## src/rtl/countdown_bar.sv

```systemverilog
// Countdown bar overlay: a timer that shrinks a horizontal bar one pixel every
// MS_PER_PIXEL millisecond ticks, drawn into a 1-cycle-latency VGA pixel stream.
module countdown_bar #(
  parameter int          BAR_X        = 0,
  parameter int          BAR_Y        = 575,
  parameter int          BAR_WIDTH    = 800,
  parameter int          BAR_HEIGHT   = 25,
  parameter int          MS_PER_PIXEL = 40,
  parameter int          WARN_PIXELS  = 100,
  parameter logic [11:0] BAR_COLOR    = 12'h0F0,
  parameter logic [11:0] BAR_BG_COLOR = 12'h444,
  parameter logic [11:0] WARN_COLOR   = 12'hF00
) (
  input  logic        clk,
  input  logic        rst,
  input  logic        module_en_i,
  input  logic        start_i,
  input  logic        pause_i,
  input  logic        add_time_i,
  input  logic [9:0]  add_pixels_i,
  input  logic        one_ms_tick_i,
  input  logic [10:0] hcount_i,
  input  logic [10:0] vcount_i,
  input  logic        hsync_i,
  input  logic        vsync_i,
  input  logic [11:0] rgb_i,
  output logic [10:0] hcount_o,
  output logic [10:0] vcount_o,
  output logic        hsync_o,
  output logic        vsync_o,
  output logic [11:0] rgb_o,
  output logic [9:0]  remaining_o,
  output logic        warning_o,
  output logic        elapsed_o,
  output logic [2:0]  state_o
);

  typedef enum logic [2:0] {
    S_IDLE    = 3'd0,
    S_READY   = 3'd1,
    S_RUNNING = 3'd2,
    S_PAUSED  = 3'd3,
    S_EXPIRED = 3'd4
  } state_e;

  localparam logic [10:0] FULL     = 11'(BAR_WIDTH);
  localparam logic [10:0] WARN_LIM = 11'(WARN_PIXELS);
  localparam logic [9:0]  MS_LAST  = 10'(MS_PER_PIXEL - 1);
  localparam logic [11:0] X_LO     = 12'(BAR_X);
  localparam logic [11:0] X_HI     = 12'(BAR_X + BAR_WIDTH);
  localparam logic [11:0] Y_LO     = 12'(BAR_Y);
  localparam logic [11:0] Y_HI     = 12'(BAR_Y + BAR_HEIGHT);

  state_e      state_q, state_d;
  logic [9:0]  rem_q, rem_d;
  logic [9:0]  ms_q, ms_d;
  logic        warning_q, warning_d;
  logic        elapsed_q, elapsed_d;
  logic [10:0] hcount_q, vcount_q;
  logic        hsync_q, vsync_q;
  logic [11:0] rgb_q, rgb_d;

  logic        tick_run, wrap, dec;
  logic [10:0] sum, added;
  logic [9:0]  rem_run;
  logic [11:0] h_off;
  logic        in_bar;

  always_comb begin
    state_d  = state_q;
    rem_d    = rem_q;
    ms_d     = ms_q;
    tick_run = (state_q == S_RUNNING) && !pause_i && one_ms_tick_i;
    wrap     = tick_run && (ms_q == MS_LAST);
    // dec is guarded so remaining never wraps below zero
    dec      = wrap && (rem_q != 10'd0);
    sum      = {1'b0, rem_q} + {1'b0, add_pixels_i} - {10'd0, dec};
    added    = (sum > FULL) ? FULL : sum;
    rem_run  = add_time_i ? added[9:0] : (rem_q - {9'd0, dec});

    if (!module_en_i) begin
      state_d = S_IDLE;
      rem_d   = 10'd0;
      ms_d    = 10'd0;
    end else if (state_q == S_IDLE) begin
      state_d = S_READY;
    end else if (start_i) begin
      state_d = S_RUNNING;
      rem_d   = FULL[9:0];
      ms_d    = 10'd0;
    end else if (state_q == S_RUNNING || state_q == S_PAUSED) begin
      rem_d = rem_run;
      if (tick_run) ms_d = wrap ? 10'd0 : ms_q + 10'd1;
      // Expiry is seen one cycle after remaining reached zero, unless a bonus lands
      if (state_q == S_RUNNING && rem_q == 10'd0 && rem_run == 10'd0) state_d = S_EXPIRED;
      else if (state_q == S_RUNNING && pause_i)                      state_d = S_PAUSED;
      else if (state_q == S_PAUSED && !pause_i)                      state_d = S_RUNNING;
    end

    warning_d = (state_d == S_RUNNING || state_d == S_PAUSED) && ({1'b0, rem_d} <= WARN_LIM);
    elapsed_d = (state_d == S_EXPIRED);
  end

  always_comb begin
    h_off  = {1'b0, hcount_i} - X_LO;
    in_bar = ({1'b0, hcount_i} >= X_LO) && ({1'b0, hcount_i} < X_HI) &&
             ({1'b0, vcount_i} >= Y_LO) && ({1'b0, vcount_i} < Y_HI);
    rgb_d  = rgb_i;
    if (in_bar) begin
      case (state_q)
        S_READY:             rgb_d = BAR_COLOR;
        S_RUNNING, S_PAUSED: rgb_d = (h_off < {2'b00, rem_q}) ?
                                     (warning_q ? WARN_COLOR : BAR_COLOR) : BAR_BG_COLOR;
        S_EXPIRED:           rgb_d = BAR_BG_COLOR;
        default:             rgb_d = rgb_i;
      endcase
    end
  end

  always_ff @(posedge clk) begin
    if (rst) begin
      state_q   <= S_IDLE;
      rem_q     <= 10'd0;
      ms_q      <= 10'd0;
      warning_q <= 1'b0;
      elapsed_q <= 1'b0;
      hcount_q  <= 11'd0;
      vcount_q  <= 11'd0;
      hsync_q   <= 1'b0;
      vsync_q   <= 1'b0;
      rgb_q     <= 12'd0;
    end else begin
      state_q   <= state_d;
      rem_q     <= rem_d;
      ms_q      <= ms_d;
      warning_q <= warning_d;
      elapsed_q <= elapsed_d;
      hcount_q  <= hcount_i;
      vcount_q  <= vcount_i;
      hsync_q   <= hsync_i;
      vsync_q   <= vsync_i;
      rgb_q     <= rgb_d;
    end
  end

  assign hcount_o    = hcount_q;
  assign vcount_o    = vcount_q;
  assign hsync_o     = hsync_q;
  assign vsync_o     = vsync_q;
  assign rgb_o       = rgb_q;
  assign remaining_o = rem_q;
  assign warning_o   = warning_q;
  assign elapsed_o   = elapsed_q;
  assign state_o     = state_q;

endmodule

```

## config.mk

```make
export PLATFORM = sky130hd
export DESIGN_NAME = countdown_bar
export DESIGN_NICKNAME = d
export VERILOG_FILES = /design/src/rtl/countdown_bar.sv
export SDC_FILE = /design/constraint.sdc
export NUM_CORES = 1
export LEC_CHECK = 0
export BUFFER_PORTS_ARGS = -buffer_cell sky130_fd_sc_hd__buf_2
export CAP_MARGIN = 20
export CELL_PAD_IN_SITES_DETAIL_PLACEMENT = 1
export CELL_PAD_IN_SITES_GLOBAL_PLACEMENT = 1
export CORE_MARGIN = 2
export CORE_UTILIZATION = 41
export DETAILED_ROUTE_END_ITERATION = 7
export GPL_TIMING_DRIVEN = 0
export PLACE_DENSITY = 0.95
export SLEW_MARGIN = 15
export SYNTH_ARGS = -nofsm -noshare
export SYNTH_HDL_FRONTEND = slang
export SYNTH_SLANG_ARGS = --single-unit
```

## constraint.sdc

```tcl
create_clock -name clk -period 11.91 [get_ports clk]
set_clock_uncertainty 0.1 [all_clocks]
set_input_delay 3.573 -clock clk [delete_from_list [all_inputs] [get_ports clk]]
set_output_delay 3.573 -clock clk [all_outputs]
set_load 0.05 [all_outputs]
```

==> reports/results.env, run 1 <==
PLACEABLECOREAREA_MM2=0.00911
CLOCK_TREE.HTREE_LEVEL_COUNT=3
SYNTH_ENABLE_FLOP_CELLS=0
GRT_PASS1_VIAS=4346
TIMING.MAX_CAP.VIOLATIONS=0
MINIMUM_CLOCK_PERIOD_NS=8.61
ROOT_BUFFER='sky130_fd_sc_hd__clkbuf_8'
TOTAL_OF_FLIP_FLOPS_PLUS_LATCHES_AFTER_SYNTHESIS=61
SYNTH-SIMPLE-AREA-SHARE_PCT=24.5
MAPPEDNETLISTNETS=555
ROUTE.ANTENNA.REMAINING_NETS=0
INITIAL_UTILIZATION_PCT=41.8
AVGROUTEDWIREPERCELL_UM=19.7
DIE_AREA_MM2=0.0101
MAXSLEWVIOLCOUNT=0
CORE.ROWCOUNT=35
TOTALPOWERFINAL_mW=0.546
PLACED_AREA_MM2=0.00446
TOTAL_NUMBER_OF_VIAS=4125
WORST_PATH_MAX_DELAY_CELL='sky130_fd_sc_hd__or4_1'
VIASPERCELL=5.88
ADDER_CELL_SHARE_OF_THE_SYNTHESIZED_AREA_PCT=10.4
DIODES=0
WORST_HOLD_PATH_TYPE='reg -> reg'
RSZ_0062_RAISED_AFTER_GLOBAL_ROUTING='false'
WORST_SLEW_MARGIN_REL_PCT=41.7
LAYOUT.FILLER_CELLS=1142
GLOBALROUTETOTALUTIL_PCT=27.4
WORST_PATH_DOMINANT_CELL_FAMILY='simple AND/OR/NAND/NOR gates'
RESULT_OF_THE_RUN='finished, final reports clean'
POST_CTS.REPAIR.SETUP_BUFFERS=0
MAIN_COMBINATIONAL_CELL_FAMILY_BY_AREA_AFTER_SYNTHESIS='simple AND/OR/NAND/NOR gates'
DRIVE_GT1_SHARE_PCT=23.7
PLACE.DETAILED.HPWL_MM=10.2
CRIT_FANOUT=7
SYNTH_FF_TYPE='sky130_fd_sc_hd__dfxtp_1'
FIRST_PASS_ITERS=7
CLKLATENCYLATEPIN_NS=0.36
DIE_Y_UM=100
NETLIST_AREA_MM2=0.00381
TIMING.SETUP.TNS_NS=0
HOLDBUFCOUNTCTS=0
WORST_SETUP_PATH_END_KIND='flip-flop'
GRT_REMAINING_OVERFLOW=0
PEAKVDDDROP_uV=58.0
GRT_FIRST_PASS_WIRELENGTH_MM=21.7
CLOCK_SINK_COUNT=61
WORSTMARGINPINSLEW_NS=0.872
SYNTH_MUX_AREA_SHARE_PCT=0
WORST_EP_ARRIVAL_TIME_NS=8.76
CP.REQUIRED_NS=12.06
SYNTH-COMPOUND-AREA-SHARE_PCT=23.2
FINALHOLDWORSTSLACK_NS=0.392
TIMING.FINAL.HOLD_VIOLATIONS=0
SYNTH_CELLS=471
CRIT_BUF_INV=3
CATEGORY_OF_THE_MOST_CRITICAL_SETUP_PATH='in -> reg'
DIE_W_UM=100
POST_CTS.RESIZED_INSTANCES=0
FINALWEIGHTEDCONGESTION=0.935
CLK_TRANSITION_REPORTED_PATHS_NS=0.07
NNETSFINAL=669
DETAIL_ROUTE.DRC_VIOLATIONS=0
SYNTHDOMINANTCELLAREASHARE_PCT=32.1
FIN_CRIT_SH_PCT=72.3
MAXCLOCKFREQUENCY_GHz=0.116
YOSYS.AREA_SHARE.XOR_XNOR_PCT=3.91
IO_PINS=104
GRT_START_MAX_NET_PINS=12
SYNTH.LARGEST_AREA_CELL='sky130_fd_sc_hd__dfxtp_1'
PWR_DENSITY_CELL_mW_PER_MM2=117
YS_ASYNC_SR_FRACTION_PCT=0
DR.FIRST_ITER.DRC_COUNT=262
SYNTH.TOP_CELLS.BY_AREA='sky130_fd_sc_hd__dfxtp_1, sky130_fd_sc_hd__ha_1, sky130_fd_sc_hd__inv_1, sky130_fd_sc_hd__nor2_1, sky130_fd_sc_hd__nor2b_1'
DRT-TOTAL-WL_MM=13.8
CTS-BUFFERS-INSERTED=9
SYNTH_AREA_PER_CELL_UM2=8.09
FINALINSTANCEAREA_MM2=0.00467
AREA.GROWTH.SYNTH_TO_FINAL_PCT=22.6
YOSYSWARNINGS=0
SYNTHDISTINCTLIBCELLS=66
SETUP_VIOL=0
SHARE_OF_SYNTHESIZED_AREA_OCCUPIED_BY_FLIP_FLOPS_AND_LATCHES_PCT=32.1
ANTENNA_FOUND_INITIAL=0
P_LEAK_nW=2.17
TRITONCTS='yes'
CPPEAKSTAGEDELAY_NS=0.64
STARTPOINT_TYPE='input pin'
WORSTPATHCELLLIST='buf_2 -> or4b_4 -> or2_2 -> or4_1 -> inv_1 -> a21oi_1 -> inv_1 -> ha_1 -> fa_1 -> a21o_1 -> a21oi_1 -> or4_1 -> nand3_1 -> nand2_1 -> o21ai_0 -> a41oi_1 -> o311a_1 -> o31a_1'
PORTBUFFERS=103
CLOCKBUFFERDEPTH=2
-- placed cells by master, fill, tap and decap left out, types with 3 or more instances in the layout --
| master | netlist | final |
|---|---|---|
| sky130_fd_sc_hd__o21ai_0 | 28 | 28 |
| sky130_fd_sc_hd__nand2_1 | 37 | 37 |
| sky130_fd_sc_hd__clkbuf_8 | 0 | 10 |
| sky130_fd_sc_hd__nand4_1 | 5 | 5 |
| sky130_fd_sc_hd__nor2b_1 | 26 | 26 |
| sky130_fd_sc_hd__buf_2 | 2 | 105 |
| sky130_fd_sc_hd__inv_1 | 45 | 45 |
| sky130_fd_sc_hd__or4_1 | 6 | 6 |
| sky130_fd_sc_hd__a21oi_1 | 26 | 26 |
| sky130_fd_sc_hd__a31oi_1 | 7 | 7 |
| sky130_fd_sc_hd__or4_4 | 3 | 3 |
| sky130_fd_sc_hd__nand2b_1 | 5 | 5 |
| sky130_fd_sc_hd__or3_1 | 5 | 5 |
| sky130_fd_sc_hd__xnor2_1 | 8 | 8 |
| sky130_fd_sc_hd__o211ai_1 | 6 | 6 |
| sky130_fd_sc_hd__a211oi_1 | 7 | 7 |
| sky130_fd_sc_hd__nand3_1 | 7 | 7 |
| sky130_fd_sc_hd__nor3_1 | 7 | 7 |
| sky130_fd_sc_hd__clkbuf_1 | 7 | 8 |
| sky130_fd_sc_hd__ha_1 | 30 | 30 |
| sky130_fd_sc_hd__dfxtp_1 | 61 | 61 |
| sky130_fd_sc_hd__xor2_1 | 9 | 9 |
| sky130_fd_sc_hd__o31ai_1 | 3 | 3 |
| sky130_fd_sc_hd__and2_1 | 7 | 7 |
| sky130_fd_sc_hd__nor4_1 | 4 | 4 |
| sky130_fd_sc_hd__nor2_1 | 45 | 45 |
| sky130_fd_sc_hd__o21a_1 | 4 | 4 |
| sky130_fd_sc_hd__a21o_1 | 13 | 13 |
| sky130_fd_sc_hd__a22oi_1 | 3 | 3 |
| sky130_fd_sc_hd__or2_2 | 6 | 6 |
-- power breakdown --
part / internal, mW / switching (mW) / leakage [nW]
sequential: 0.211 / 0.00291 / 0.502
clock: 0.103 / 0.0917 / 0.0959
combinational: 0.0447 / 0.0932 / 1.57
total: 0.359 / 0.188 / 2.17
-- cells in the mapped netlist, drive strengths merged (7+ instances only) --
master and n:
a211oi 7, a21o 13, a21oi 27, a31oi 7, and2 8, clkbuf 7, dfxtp 61, ha 30
inv 45, nand2 37, nand3 7, nor2 45, nor2b 26, nor3 7, o21ai 30, or4 9
xnor2 8, xor2 9
-- layer usage --
metal / wire, um / vias to the layer above / track usage (%)
met5: 0 / - / 0
met4: 331 / 0 / 8.85
met3: 900 / 35 / 6.62
met2: 6900 / 180 / 49.7
met1: 5700 / 2003 / 31.6
li1: - / 1907 / -
-- registers in the layout (all words and copies together) (netlist names) --
signal	count
rgb_o	12
hcount_o	11
vcount_o	11
ms_q	10
remaining_o	10
state_o	3
elapsed_o	1
hsync_o	1
vsync_o	1
warning_o	1
-- tightest hold or removal path: stages (launching register included) --
cell                      delay, ns
sky130_fd_sc_hd__dfxtp_1       0.33
sky130_fd_sc_hd__nand2_1       0.06
sky130_fd_sc_hd__a21oi_1       0.05
-- path summary, 6_finish.rpt --
| path | start | endpoint | slack (ns) | cells after the start |
|---|---|---|---|---|
| setup / recovery | pause_i | warning_o | 3.30 | 18 |
| setup reg to reg | remaining_o[6] | warning_o | 6.03 | 17 |
| hold reg to reg | ms_q[1] | ms_q[1] | 0.39 | 2 |
| hold / removal | ms_q[1] | ms_q[1] | 0.39 | 2 |
-- layout make-up --
type | count | area (um2) | share of cell area (%)
multi-input combinational | 353 | 2370 | 50.7
sequential | 61 | 1220 | 26.2
timing repair buffer | 103 | 515 | 11.0
inverter | 46 | 173 | 3.70
clock buffer | 11 | 141 | 3.03
tap | 111 | 139 | 2.97
clock inverter | 5 | 58.8 | 1.26
buffer | 11 | 55.1 | 1.18
-- per-stage QoR --
step / setup WS (ns) / instances / util (%)
final: 3.30 / 701 / 51.3
after global routing: 3.14 / 701 / 51.3
after CTS: 3.42 / 701 / 51.2
after detailed placement: 3.07 / 685 / 49.0
after global placement: 3.22 / 685 / 49.0
after floorplan: 3.97 / 471 / -
-- cells by family (layout without fill, tap and decap cells) --
| family | count (synthesis) | count (layout) |
|---|---|---|
| compound gates | 131 | 131 |
| flops | 61 | 61 |
| simple gates | 174 | 174 |
| buf+inv | 57 | 176 |
| fa+ha+maj | 31 | 31 |
| xor+xnor | 17 | 17 |
Note: power is estimated with default switching activity, not from simulation.
==> inputs of run 2 (changes only) <==
ABC_AREA = 1   (was unset)
CORE_UTILIZATION = 37   (was 41)
PLACE_DENSITY = 0.92   (was 0.95)
clock period = 8.6 ns   (was 11.91 ns; I/O delays follow)
==> run 2 against run 1 <==
Sequential cell count unchanged. Synthesized cell count up 37%. Via count up 12%. Area after synthesis up 8.8%. Global-route usage down 3.1 points. Core utilization down 5.3 points. Sequential power up 40%. Register-to-register slack worse by 1.5 ns. Sequential share of layout area down 1.7 points. First-iteration DRC count up 0.76%. Clock-buffer cell count down 2. Cell area up 7.1%. Critical path type unchanged. Critical endpoint unchanged. Largest cell class unchanged. Highest routed layer unchanged.
==> reports/results.env, run 2 <==
CRIT_BUF_INV=4
TIMING.SETUP.TNS_NS=0
SYNTH.TOP_CELLS.BY_AREA='sky130_fd_sc_hd__dfxtp_1, sky130_fd_sc_hd__inv_1, sky130_fd_sc_hd__nand2_1, sky130_fd_sc_hd__ha_1, sky130_fd_sc_hd__nor2_1'
HOLDBUFCOUNTCTS=0
SYNTHDOMINANTCELLAREASHARE_PCT=29.5
CLOCK_SINK_COUNT=61
TOTAL_NUMBER_OF_VIAS=4623
PORTBUFFERS=102
MIN_FROM='ms_q[0]'
NETLIST_AREA_MM2=0.00414
ROUTE.ANTENNA.REMAINING_NETS=0
DRT-TOTAL-WL_MM=14.1
GRT_FIRST_PASS_WIRELENGTH_MM=22.9
WORST_SETUP_PATH_END_KIND='flip-flop'
FINALHOLDWORSTSLACK_NS=0.400
MOST_INSTANTIATED_LIBRARY_CELL_AFTER_SYNTHESIS='sky130_fd_sc_hd__inv_1'
SHARE_OF_SYNTHESIZED_AREA_OCCUPIED_BY_FLIP_FLOPS_AND_LATCHES_PCT=29.5
CLOCK_TREE.HTREE_LEVEL_COUNT=3
INITIAL_UTILIZATION_PCT=38.0
SYNTHDISTINCTLIBCELLS=41
GRT_PASS1_VIAS=4852
STARTPOINT_TYPE='input pin'
ANTENNA_FOUND_INITIAL=0
WORST_EP_ARRIVAL_TIME_NS=5.98
MAXCLOCKFREQUENCY_GHz=0.171
CATEGORY_OF_THE_MOST_CRITICAL_SETUP_PATH='in -> reg'
AREA.GROWTH.SYNTH_TO_FINAL_PCT=20.7
TIMING.MAX_CAP.VIOLATIONS=0
TRITONCTS='yes'
SETUP_VIOL=0
YOSYSWARNINGS=0
TIMING.HOLD.WORST_ENDPOINT='ms_q[0]'
GLOBALROUTETOTALUTIL_PCT=24.3
REG2REGPATHDEPTH=27
MINIMUM_CLOCK_PERIOD_NS=5.83
DIODES=0
TIMING.FINAL.HOLD_VIOLATIONS=0
CLKLATENCYLATEPIN_NS=0.36
CPPEAKSTAGEDELAY_NS=0.48
CRITICAL_PATH.REG2REG.ENDPOINT='warning_o'
SYNTH_AREA_PER_CELL_UM2=6.40
CORE.ROWCOUNT=38
LAYOUT_COMMON_CELLS='sky130_fd_sc_hd__inv_1, sky130_fd_sc_hd__nand2_1, sky130_fd_sc_hd__buf_2'
RESULT_OF_THE_RUN='finished, final reports clean'
WORST_PATH_DOMINANT_CELL_FAMILY='simple AND/OR/NAND/NOR gates'
WORSTMARGINPINSLEW_NS=0.624
HOLD_DEPTH=2
DIE_AREA_MM2=0.0121
SYNTH_CELLS=647
P_LEAK_nW=2.77
LARGEST_REGISTER_FFS=12
CPMOSTUSEDCELL='sky130_fd_sc_hd__nand2_1'
SYNTH.LARGEST_AREA_CELL='sky130_fd_sc_hd__dfxtp_1'
SYNTH_ENABLE_FLOP_CELLS=0
CLK_TRANSITION_REPORTED_PATHS_NS=0.07
DR.FIRST_ITER.DRC_COUNT=264
DIE_W_UM=110
CRIT_FANOUT=7
GRT_REMAINING_OVERFLOW=0
PEAKVDDDROP_uV=90.3
CLOCKBUFFERDEPTH=2
FINALWEIGHTEDCONGESTION=0.915
POST_SYNTH_MOST_FREQUENT_CELLS='sky130_fd_sc_hd__inv_1, sky130_fd_sc_hd__nand2_1, sky130_fd_sc_hd__nor2_1'
VIASPERCELL=5.11
WORST_PATH_MAX_DELAY_CELL='sky130_fd_sc_hd__fa_1'
CRITICAL_PATH.REG2REG.STARTPOINT='remaining_o[7]'
ROOT_BUFFER='sky130_fd_sc_hd__clkbuf_8'
FIN_CRIT_SH_PCT=67.8
CP.REQUIRED_NS=8.75
LAYOUT.FILLER_CELLS=1531
MAPPEDNETLISTNETS=731
IO_PINS=104
WORST_SLEW_MARGIN_REL_PCT=58.4
FIRST_PASS_ITERS=5
DIE_Y_UM=110
DRIVE_GT1_SHARE_PCT=21.2
TOTAL_OF_FLIP_FLOPS_PLUS_LATCHES_AFTER_SYNTHESIS=61
SEQ_AREA_MM2=0.00122
RSZ_0062_RAISED_AFTER_GLOBAL_ROUTING='false'
PLACE.DETAILED.HPWL_MM=11.5
MULTI_INPUT_AREA_MM2=0.00237
PLACEABLECOREAREA_MM2=0.0109
FINAL_COMMON_CELL='sky130_fd_sc_hd__inv_1'
NNETSFINAL=844
PWR_DENSITY_CELL_mW_PER_MM2=156
YS_ASYNC_SR_FRACTION_PCT=0
AVGROUTEDWIREPERCELL_UM=15.6
CTS-BUFFERS-INSERTED=9
GRT_START_MAX_NET_PINS=13
WORST_HOLD_PATH_TYPE='reg -> reg'
POST_CTS.REPAIR.SETUP_BUFFERS=0
FF2FF_SETUP_SLACK_NS=4.52
DETAIL_ROUTE.DRC_VIOLATIONS=0
MAXSLEWVIOLCOUNT=0
POST_CTS.RESIZED_INSTANCES=0
SYNTH_FF_TYPE='sky130_fd_sc_hd__dfxtp_1'
[run 2: cell count changes in the layout (fill, tap and decap cells not counted), sizes merged, moves of 6 or more]
| cell | change |
|---|---|
| a21o | -12 |
| a21oi | +6 |
| and2 | -8 |
| inv | +90 |
| nand2 | +103 |
| nand3 | +47 |
| nor2 | +54 |
| nor2b | -26 |
| or4 | -9 |
| xnor2 | -8 |
[run 2: worst max path at each step]
stage                end  depth (start not counted)  slack, ns  startpoint
2_1_floorplan  elapsed_o                         24       3.11     pause_i
5_1_grt        warning_o                         29       2.43     pause_i
4_1_cts        warning_o                         26       2.81     pause_i
3_5_place_dp   warning_o                         26       2.44     pause_i
6_report       warning_o                         29       2.77     pause_i
3_3_place_gp   elapsed_o                         25       2.48     pause_i
[run 2: cell type report]
cell class / instances / share of cell area [%]
Multi-Input combinational cell: 440 / 47.3
Sequential cell: 61 / 24.4
Timing Repair Buffer: 102 / 10.2
Inverter: 135 / 10.1
Tap cell: 140 / 3.50
Clock buffer: 9 / 2.48
Clock inverter: 7 / 1.00
Buffer: 11 / 0.975
[run 2: cells by family (layout without fill, tap and decap cells)]
family                   Yosys count  in the layout  synth area share, %
AND/OR/NAND/NOR                  324            324                 35.3
buffers and inverters            146            264                 13.4
AO/OA/AOI/OAI                     81             81                 11.4
flip-flops                        61             61                 29.5
adder cells (fa/ha/maj)           31             31                 9.54
XOR/XNOR                           4              4                0.846
[run 2: power by group]
part | switching, mW | leakage [nW] | internal (mW)
clock | 0.129 | 0.0933 | 0.105
sequential | 0.00564 | 0.502 | 0.294
combinational | 0.172 | 2.17 | 0.0751
[run 2: worst min-delay path: cells and delay by family (launching register included)]
family / cells / cell delay, ns
buf+inv: 1 / 0.07
compound gates: 1 / 0.06
flops: 1 / 0.33
[run 2: routing by layer]
layer	vias to the layer above	track usage, %	part of all wire, %
met4	0	7.50	1.8
met2	144	44.6	50
met3	22	4.92	6.5
met1	2189	28.2	42
met5	-	0	0
li1	2268	-	-
[run 2: per-stage QoR]
| step | power, mW | setup slack (ns) | std cells | util, % | area, um2 |
|---|---|---|---|---|---|
| 2_1_floorplan | 0.482 | 3.11 | 647 | - | 4140 |
| 3_3_place_gp | 0.537 | 2.48 | 889 | 44.3 | 4830 |
| 3_5_place_dp | 0.550 | 2.44 | 889 | 44.3 | 4830 |
| 4_1_cts | 0.782 | 2.81 | 905 | 45.9 | 5000 |
| 5_1_grt | 0.822 | 2.43 | 905 | 45.9 | 5000 |
| 6_report | 0.780 | 2.77 | 905 | 45.9 | 5000 |
==> inputs of run 3 (changes only) <==
CORE_UTILIZATION = 33   (was 37)
PLACE_DENSITY = 0.87   (was 0.92)
clock period = 5 ns   (was 8.6 ns; I/O delays follow)
==> run 3 against run 2 <==
Non-clock buffer count unchanged. Sequential cell count unchanged. Routed wire length decreased by 7.1%. Sequential share of layout area decreased by 0.66 points. Clock power increased by 140%. Critical path type unchanged. Critical endpoint unchanged. Highest routed layer unchanged.
==> reports/results.env, run 3 (same netlist as run 2, synthesis figures left out) <==
FIN_CRIT_SH_PCT=95.0
PLACEABLECOREAREA_MM2=0.0121
STARTPOINT_TYPE='input pin'
SETUP_VIOL=0
INITIAL_UTILIZATION_PCT=34.2
POST_LAYOUT_NONFILLER_INSTANCES=933
PLACEDCELLCOUNT=917
WORST_EP_ARRIVAL_TIME_NS=4.88
GRT_REMAINING_OVERFLOW=0
LARGEST_REGISTER_FFS=12
P_LEAK_nW=2.81
ANTENNA_FOUND_INITIAL=0
MAXCLOCKFREQUENCY_GHz=0.210
TIMING.FINAL.HOLD_VIOLATIONS=0
POST_CTS.RESIZED_INSTANCES=0
HOLDBUFCOUNTCTS=0
FINAL_COMMON_CELL='sky130_fd_sc_hd__inv_1'
CLK_TRANSITION_REPORTED_PATHS_NS=0.06
FINALINSTANCEAREA_MM2=0.00514
AREA.GROWTH.SYNTH_TO_FINAL_PCT=24.1
GRT_PASS1_VIAS=4428
CLOCKBUFFERDEPTH=2
FIRST_PASS_ITERS=5
ROUTE.ANTENNA.REMAINING_NETS=0
MAXSLEWVIOLCOUNT=0
GRT_FIRST_PASS_WIRELENGTH_MM=21.1
PEAKVDDDROP_uV=141
WORST_SLEW_MARGIN_REL_PCT=58.4
DETAIL_ROUTE.DRC_VIOLATIONS=0
DRT-TOTAL-WL_MM=13.1
VIASPERCELL=4.82
WORST_SETUP_PATH_END_KIND='flip-flop'
CTS-BUFFERS-INSERTED=9
DIODES=0
CP.REQUIRED_NS=5.13
DIE_AREA_MM2=0.0135
GRT_START_MAX_NET_PINS=13
DIE_W_UM=116
PORTBUFFERS=102
CATEGORY_OF_THE_MOST_CRITICAL_SETUP_PATH='in -> reg'
PWR_DENSITY_CELL_mW_PER_MM2=291
RESULT_OF_THE_RUN='finished, final reports clean'
CRIT_FANOUT=7
CLOCK_SINK_COUNT=61
MINIMUM_CLOCK_PERIOD_NS=4.75
TOTALPOWERFINAL_mW=1.50
GLOBALROUTETOTALUTIL_PCT=19.9
FINISH.UTILIZATION_PCT=42.4
DIE_Y_UM=116
PLACE.DETAILED.HPWL_MM=10.7
DRIVE_GT1_SHARE_PCT=21.3
FINALWEIGHTEDCONGESTION=0.888
ROOT_BUFFER='sky130_fd_sc_hd__clkbuf_16'
CORE.ROWCOUNT=40
RSZ_0062_RAISED_AFTER_GLOBAL_ROUTING='false'
TIMING.MAX_CAP.VIOLATIONS=0
AVGROUTEDWIREPERCELL_UM=14.1
TIMING.SETUP.TNS_NS=0
TOTAL_NUMBER_OF_VIAS=4496
WORST_HOLD_PATH_TYPE='reg -> reg'
IO_PINS=104
PLACED_AREA_MM2=0.00486
CLKLATENCYLATEPIN_NS=0.33
DR.FIRST_ITER.DRC_COUNT=269
TRITONCTS='yes'
LAYOUT_COMMON_CELLS='sky130_fd_sc_hd__inv_1, sky130_fd_sc_hd__nand2_1, sky130_fd_sc_hd__buf_2'
POST_CTS.REPAIR.SETUP_BUFFERS=0
NNETSFINAL=844
CLOCK_TREE.HTREE_LEVEL_COUNT=3
WORSTMARGINPINSLEW_NS=0.624
run 3: path summary, 6_finish.rpt:
path	startpoint	end	slack, ns	cells after the start
setup reg to reg	remaining_o[2]	warning_o	0.85	24
hold / removal	ms_q[7]	ms_q[8]	0.40	2
hold reg to reg	ms_q[7]	ms_q[8]	0.40	2
setup / recovery	pause_i	warning_o	0.25	26
run 3: metrics by stage:
stage	setup slack (ns)	hold slack, ns
after floorplan	0.589	0.360
after global placement	0.0214	0.383
after detailed placement	-0.0375	0.393
after CTS	0.263	0.400
after global routing	0.00669	0.430
final	0.249	0.398
run 3: metal layers:
layer / GRT usage (%) / share of wire, %
met2: 34.4 / 48
met1: 25.9 / 46
met5: 0 / 0
met3: 4.13 / 5.4
met4: 3.97 / 0.88
run 3: area by class of cell:
type	count	area (um2)
Fill cell	1690	6970
Multi-Input combinational cell	440	2370
Sequential cell	61	1220
Timing Repair Buffer	102	510
Inverter	135	507
Clock buffer	9	225
Tap cell	168	210
Clock inverter	7	50.0
Buffer	11	48.8
run 3: power breakdown:
part	leakage (nW)	switching (mW)	total, mW	internal [mW]
combinational	2.17	0.288	0.417	0.129
sequential	0.502	0.00936	0.515	0.506
clock	0.140	0.230	0.566	0.336
total	2.81	0.528	1.50	0.971
run 3: critical path, cell delays in order:
cell and delay [ns]:
sky130_fd_sc_hd__buf_2 0.09, sky130_fd_sc_hd__inv_1 0.10, sky130_fd_sc_hd__nand2_1 0.08, sky130_fd_sc_hd__nor2_2 0.16, sky130_fd_sc_hd__nand3_1 0.11, sky130_fd_sc_hd__nor2_1 0.18, sky130_fd_sc_hd__xor2_1 0.22, sky130_fd_sc_hd__ha_1 0.29
sky130_fd_sc_hd__fa_2 0.49, sky130_fd_sc_hd__or2_2 0.29, sky130_fd_sc_hd__nor2_1 0.11, sky130_fd_sc_hd__nand3_1 0.09, sky130_fd_sc_hd__nand2_1 0.07, sky130_fd_sc_hd__nand3_1 0.10, sky130_fd_sc_hd__nand2_4 0.13, sky130_fd_sc_hd__nand3_1 0.09
sky130_fd_sc_hd__nand2_2 0.10, sky130_fd_sc_hd__o21ai_0 0.08, sky130_fd_sc_hd__nand2_1 0.07, sky130_fd_sc_hd__nand3_1 0.12, sky130_fd_sc_hd__nand2_1 0.13, sky130_fd_sc_hd__inv_1 0.05, sky130_fd_sc_hd__nand2_1 0.07, sky130_fd_sc_hd__nand2_1 0.06
sky130_fd_sc_hd__nand2_1 0.07, sky130_fd_sc_hd__nor2_1 0.04
